===== config.mk =====
export PLATFORM = sky130hd
export DESIGN_NAME = hazard_ctrl
export DESIGN_NICKNAME = d
export VERILOG_FILES = /design/src/rtl/hazard_ctrl.sv
export SDC_FILE = /design/constraint.sdc
export NUM_CORES = 1
export LEC_CHECK = 0
export CAP_MARGIN = 10
export CORE_MARGIN = 1
export CORE_UTILIZATION = 62
export DETAILED_ROUTE_END_ITERATION = 7
export DONT_BUFFER_PORTS = 1
export HOLD_SLACK_MARGIN = 0.1
export PLACE_DENSITY_LB_ADDON = 0.05
export SYNTH_ARGS = -nofsm -noshare
export SYNTH_HDL_FRONTEND = slang
export SYNTH_SLANG_ARGS = --single-unit

===== constraint.sdc =====
create_clock -name clk -period 3.25 [get_ports clk]
set_clock_uncertainty 0.05 [all_clocks]
set_input_delay 0.975 -clock clk [delete_from_list [all_inputs] [get_ports clk]]
set_output_delay 0.975 -clock clk [all_outputs]
set_load 0.01 [all_outputs]

===== src/rtl/hazard_ctrl.sv =====
// Pipeline hazard/stall controller for the five-stage MIPS core.
// Resolves load-use, MDU-busy, branch and exception redirects, and sequences the MDU.
module hazard_ctrl #(
    parameter int unsigned MDU_LAT = 32
) (
    input  logic        clk,
    input  logic        rst,
    input  logic [4:0]  rs_id,
    input  logic [4:0]  rt_id,
    input  logic        use_rs_id,
    input  logic        use_rt_id,
    input  logic [4:0]  rd_exe,
    input  logic        RegWrite_exe,
    input  logic [2:0]  MemRead_exe,
    input  logic        branch_taken_id,
    input  logic        mdu_start_exe,
    input  logic        mdu_use_id,
    input  logic        exc_flush,
    output logic        stall_pc,
    output logic        stall_ifid,
    output logic        flush_ifid,
    output logic        flush_idexe,
    output logic        flush_exemem,
    output logic        mdu_busy,
    output logic        mdu_done,
    output logic [31:0] stall_cnt
);

    localparam int CW = $clog2(MDU_LAT + 1);

    typedef enum logic {
        RUN,
        MDU_BUSY
    } state_t;

    state_t         state_q;
    logic [CW-1:0]  cnt_q;
    logic           done_q;
    logic [31:0]    stall_cnt_q;
    logic [31:0]    stall_cnt_d;

    logic load_use;
    logic mdu_hz;

    // Register $0 is hard-wired to zero, so it can never be a real dependency.
    assign load_use = (MemRead_exe != 3'd0) && RegWrite_exe && (rd_exe != 5'd0) &&
                      ((use_rs_id && (rd_exe == rs_id)) || (use_rt_id && (rd_exe == rt_id)));

    assign mdu_busy = (state_q == MDU_BUSY);
    assign mdu_hz   = mdu_use_id && (mdu_busy || mdu_start_exe);
    assign mdu_done = done_q;

    // NOTE: every output gets a default first so no path leaves one unassigned (no latch).
    always_comb begin
        stall_pc     = 1'b0;
        stall_ifid   = 1'b0;
        flush_ifid   = 1'b0;
        flush_idexe  = 1'b0;
        flush_exemem = 1'b0;
        if (!rst) begin
            if (exc_flush) begin
                flush_ifid   = 1'b1;
                flush_idexe  = 1'b1;
                flush_exemem = 1'b1;
            end else if (mdu_hz || load_use) begin
                stall_pc    = 1'b1;
                stall_ifid  = 1'b1;
                flush_idexe = 1'b1;
            end else if (branch_taken_id) begin
                flush_ifid = 1'b1;
            end
        end
    end

    // NOTE: sequential state uses non-blocking assignments so all flops update together.
    always_ff @(posedge clk or posedge rst) begin
        if (rst) begin
            state_q <= RUN;
            cnt_q   <= '0;
            done_q  <= 1'b0;
        end else begin
            done_q <= 1'b0;
            if (exc_flush) begin
                state_q <= RUN;
                cnt_q   <= '0;
            end else begin
                case (state_q)
                    RUN: begin
                        if (mdu_start_exe) begin
                            state_q <= MDU_BUSY;
                            cnt_q   <= CW'(MDU_LAT);
                        end
                    end
                    MDU_BUSY: begin
                        if (cnt_q == CW'(1)) begin
                            state_q <= RUN;
                            cnt_q   <= '0;
                            done_q  <= 1'b1;
                        end else begin
                            cnt_q <= cnt_q - CW'(1);
                        end
                    end
                    default: begin
                        state_q <= RUN;
                        cnt_q   <= '0;
                    end
                endcase
            end
        end
    end

    assign stall_cnt_d = stall_pc ? stall_cnt_q + 32'd1 : stall_cnt_q;

    always_ff @(posedge clk or posedge rst) begin
        if (rst) begin
            stall_cnt_q <= '0;
        end else begin
            stall_cnt_q <= stall_cnt_d;
        end
    end

    assign stall_cnt = stall_cnt_q;

endmodule


-- Word level (Yosys, flattened, before mapping)
Cells that the tools add are included.
- add/sub/neg operators: 2
- equal/unequal tests: 4
- multiplexer cells: 22
- bitwise operators: 1
- reductions and logical operators: 11
- operator list (cell ; count):
    $add 32x1->32 const B ; 1
    $mux 6 ; 3
    $mux 1 ; 17
    $pmux 6 s2 ; 1
    $eq 5x5->1 ; 2
    $eq 6x1->1 const B ; 1
    $logic_and 1x1->1 ; 6
    $sub 6x1->6 const B ; 1
    $reduce_bool 5->1 ; 1
    $logic_or 1x1->1 ; 3
    $ne 3x3->1 const B ; 1
    $reduce_bool 3->1 ; 1
    $pmux 1 s2 ; 1
    $not 1->1 ; 1
- flip-flop bits (word level): 40
- bits of input ports: 27
- output and inout port bits: 39
- logic and storage cells: 44

-- Longest topological paths before layout
- word-level depth: 8
- gate-level depth with buffers: 8
- gate-level depth less buffers: 7

-- Least setup slack after synthesis
Ideal clock, no wire load.
- path type: input -> output
- start point: input port rd_exe[1]
- end point: output port stall_pc
- arrival time: 2059 ps
- data required time: 2225 ps
- path slack: 166 ps
- cell stages on the path: 6
- buffers on the path: 1
- cell sequence: xnor2_1 > nand4_1 > o22ai_1 > a21boi_0 > nor2_1 > buf_4
- cells in the longest elaborated chain, start to end: 8
- elaborated cells between the ends (all ways): 12
- classes of those cells: eq/ne: 2; mux: 3; reduce/logical: 7
- RTL lines (what ; RTL line ; text):
    start: declaration ; 12 ; input logic [4:0] rd_exe,
    $eq 5x5->1 ; 47 ; ((use_rs_id && (rd_exe == rs_id)) || (use_rt_id && (rd_exe == rt_id)));
    $logic_and 1x1->1 ; 47 ;
    $logic_or 1x1->1 ; 47 ;
    $logic_and 1x1->1 (*) ; 46 ; assign load_use = (MemRead_exe != 3'd0) && RegWrite_exe && (rd_exe != 5'd0) &&
    $logic_or 1x1->1 (*) ; 65 ; end else if (mdu_hz || load_use) begin
    $mux 1 (*) (3 in a row) ; n/a ;
    end: declaration ; 19 ; output logic stall_pc,
Mark *: on every way between the ends. The rest lies on a longest branch, timed or not.

-- Final worst setup path
- start point: input port rd_exe[0]
- end point: output port stall_pc
- cells in the longest elaborated chain, start to end: 8
- elaborated cells between the ends (all ways): 12
- classes of those cells: eq/ne: 2; mux: 3; reduce/logical: 7
- RTL lines (what ; RTL line ; text):
    $eq 5x5->1 ; 47 ;
    $logic_and 1x1->1 ; 47 ;
    $logic_or 1x1->1 ; 47 ;
    $logic_and 1x1->1 (*) ; 46 ;
    $logic_or 1x1->1 (*) ; 65 ;
    $mux 1 (*) ; 65 ;
    $mux 1 (*) ; 61 ; if (exc_flush) begin
    $mux 1 (*) ; 60 ; if (!rst) begin
Marked as above.

==> run_results.csv <==
group,metric,value,unit
critical_path,critical_path_arrival,2.06,ns
route,first_pass_iters,4,
grt,gr-total-overflow,0,
critical_path,path_depth,7,
floorplan,num_rows,20,
job,cap_violations,0,
clock_network,cts_setup_buffers,0,
sta,slew_viol_final,0,
clock_network,clkTransAtPathRegs,0.12,ns
synth,synthesis.area_per_instance,10.28,sq um
synth,syn-num-nets,236,
pwr,p_total,1.078,mW
route,vias,1495,
sta,slew_headroom,29.92,%
route,vias_per_cell,5.817,
grt,grt_pass1_vias,1489,
clock_network,h-tree-depth,2,
clock_network,cts_tree,"yes",
finish,fin_cells,257,
synth,syn_area,0.002118,sq mm
sta,tightest_slew,1.046,ns
grt,antenna_found_initial,0,
grt,grt_pass1_wl,6430,microns
finish,drive_gt1_share,10.80,%
placement,routabilityCongestion,0.7253,
route,wl_met1,1687,microns
finish,layout.nets,242,
route,top_layer_used,"met4",
pwr,leakage,1.106,nW
clock_network,root_buffer,"clkbuf_4",
critical_path,timing.critical_path.mode_cell,"buf_4",
critical_path,reg2reg_depth,7,
clock_network,cts_buffer_depth,2,
route,drt-wirelength-per-cell,15.98,microns
synth,ys_seq_area_share,47.25,%
finish,finish.utilization,71.75,%
placement,dp.final_hpwl,3013,microns
synth,synth_edf_count,0,
grt,grt_max_degree,41,
run_status,status,"completed",
pwr,cellPowerDensity,476.5,mW/mm^2
placement,placed_cells,249,
synth,syn_inst,206,
synth,ys_ff_latch,40,
floorplan,core,0.003153,sq mm
floorplan,start_util,67.18,%
synth,synth_ff_type,"dfrtp_1",
critical_path,critPathKind,"in -> out",
critical_path,end_kind,"output port",
route,met3WireLength,248,microns
sta,rsz0062_at_grt,"no",
critical_path,crit_buf_inv,2,
route,drt-total-wl,4107,microns
sta,finalHoldViolations,0,
route,drc,0,
critical_path,start_kind,"input port",
route,drt_iter0_drc,51,
grt,groute.usage.overall,24.12,%
sta,fin_crit,3.084,ns
critical_path,cp_top_family,"buffers and inverters",
finish,num_antenna_cells,0,
critical_path,cp_max_fo,11,
clock_network,ctsHoldBuffers,0,
sta,tns,0,ns
critical_path,path_cells,"xnor2_1 > nand4_1 > o22ai_2 > a21boi_0 > buf_4 > nor2_1 > buf_4",
critical_path,worstPathRequired,2.22,ns
synth,ys_types,39,
route,ant_nets,0,
synth,yosysWarnings,0,
placement,dp_slack,0.1391,ns
placement,buffer_ports.inserted,0,
critical_path,critPathMaxStageDelay,0.19,ns
clock_network,clk_latency,0.34,ns
sta,finalWorstSetupSlack,0.1664,ns
sta,fmax,0.3243,GHz
floorplan,boundaryPins,66,
clock_network,cts_resized,0,
floorplan,die_w,60.45,microns
clock_network,cts.sinks,40,
clock_network,cts_buffers,5,
finish,num-fill-cells,244,
hold_path,hold_path_depth,1,
synth,async_flop_share,100.0,%
finish,syn2layout_area_growth,6.793,%
sta,fin_crit_sh,94.88,%
floorplan,die_h,60.45,microns
critical_path,slowest_stage,"xnor2_1",
floorplan,dieArea,0.003654,sq mm
sta,setup-violations-final,0,
pwr,peakVddDrop,0.3567,mV
hold_path,hp-class,"reg -> reg",
route,met2_wirelength,2140,microns
## cells in the mapped netlist (all sizes together), types with 3 or more instances
master,n,area [sq um]
and3,7,43.79
nand4,8,50.05
nor2,18,67.56
ha,3,37.54
nand3,13,65.06
inv,9,33.78
xnor2,28,245.2
buf,5,46.29
nor3b,3,22.52
a21oi,4,20.02
nand2,10,37.54
nand2b,6,60.06
nor3,9,45.04
o21ai,7,35.03
xor2,13,113.9
dfrtp,40,1001
## flip-flops by register name (all words and copies together) (netlist names)
name       cells
mdu_done       1
stall_cnt     32
mdu_busy       1
cnt_q          6
## cell families after synthesis
group	count (synthesis)	synth area share, %
AO/OA/AOI/OAI	21	6.321
buffers and inverters	15	3.957
AND/OR/NAND/NOR	85	23.21
multiplexers	1	0.5316
flip-flops	40	47.25
XOR/XNOR	41	16.95
adder cells (fa/ha/maj)	3	1.772
## area by class of cell
cell class,instances,area (sq um),area share (%)
multi-input combinational,151,1040,45.96
sequential,40,1001,44.25
clock buffer,7,65.06,2.876
tap,44,55.05,2.434
timing repair buffer,5,37.54,1.659
inverter,9,33.78,1.493
clock inverter,1,30.03,1.327
## stage by stage
stage,instance area (sq um),hold WS [ns]
2_1_floorplan,2118,0.4187
3_3_place_gp,2161,0.4386
3_5_place_dp,2161,0.4554
4_1_cts,2256,0.4878
5_1_grt,2262,0.5117
6_report,2262,0.4912
## cell usage in the layout, fill, tap and decap left out, types with 2 or more instances in the layout
master     n
and3_1     7
inv_1      9
nand2b_1   3
xnor2_1   28
nor3b_1    3
clkbuf_8   2
nand2_1   10
xor2_1    13
a21oi_1    4
nand2b_4   3
ha_1       3
o31ai_1    2
and4_1     2
nand4_1    8
nor3_1     9
nand3_1   13
clkbuf_4   5
nor4_1     2
nor2_1    18
o21ai_0    7
dfrtp_1   40
buf_4      5
## worst register-to-register path, delay by kind of cell (launching register included)
family                     cells  cell delay [ns]
DFF                            1             0.46
AOI/OAI and AO/OA              1             0.79
adders and majority gates      1             0.23
xor gates and xnor gates       1             0.14
and+or+nand+nor                4             0.72
## where the power goes
part / switching, mW / internal (mW) / leakage [nW]
Combinational: 0.0669 / 0.0608 / 0.519
Clock: 0.157 / 0.204 / 0.0515
Sequential: 0.0568 / 0.532 / 0.536
## final timing paths
| check | startpoint | to | slack, ns |
|---|---|---|---|
| setup / recovery | rd_exe[0] | stall_pc | 0.17 |
| hold / removal | cnt_q[5] | cnt_q[5] | 0.49 |
| setup reg to reg | stall_cnt[0] | stall_cnt[20] | 0.73 |
| hold reg to reg | cnt_q[5] | cnt_q[5] | 0.49 |
| max in group asynchronous | rst | stall_cnt[20] | 2.22 |
| min in group asynchronous | rst | stall_cnt[2] | 0.58 |
## routing by layer
metal	global-route usage, %	vias to the layer above
met3	6.823	4
li1	-	719
met1	27.27	722
met2	43.17	50
met4	9.091	0
met5	0	-
(Power assumes the default switching activity.)
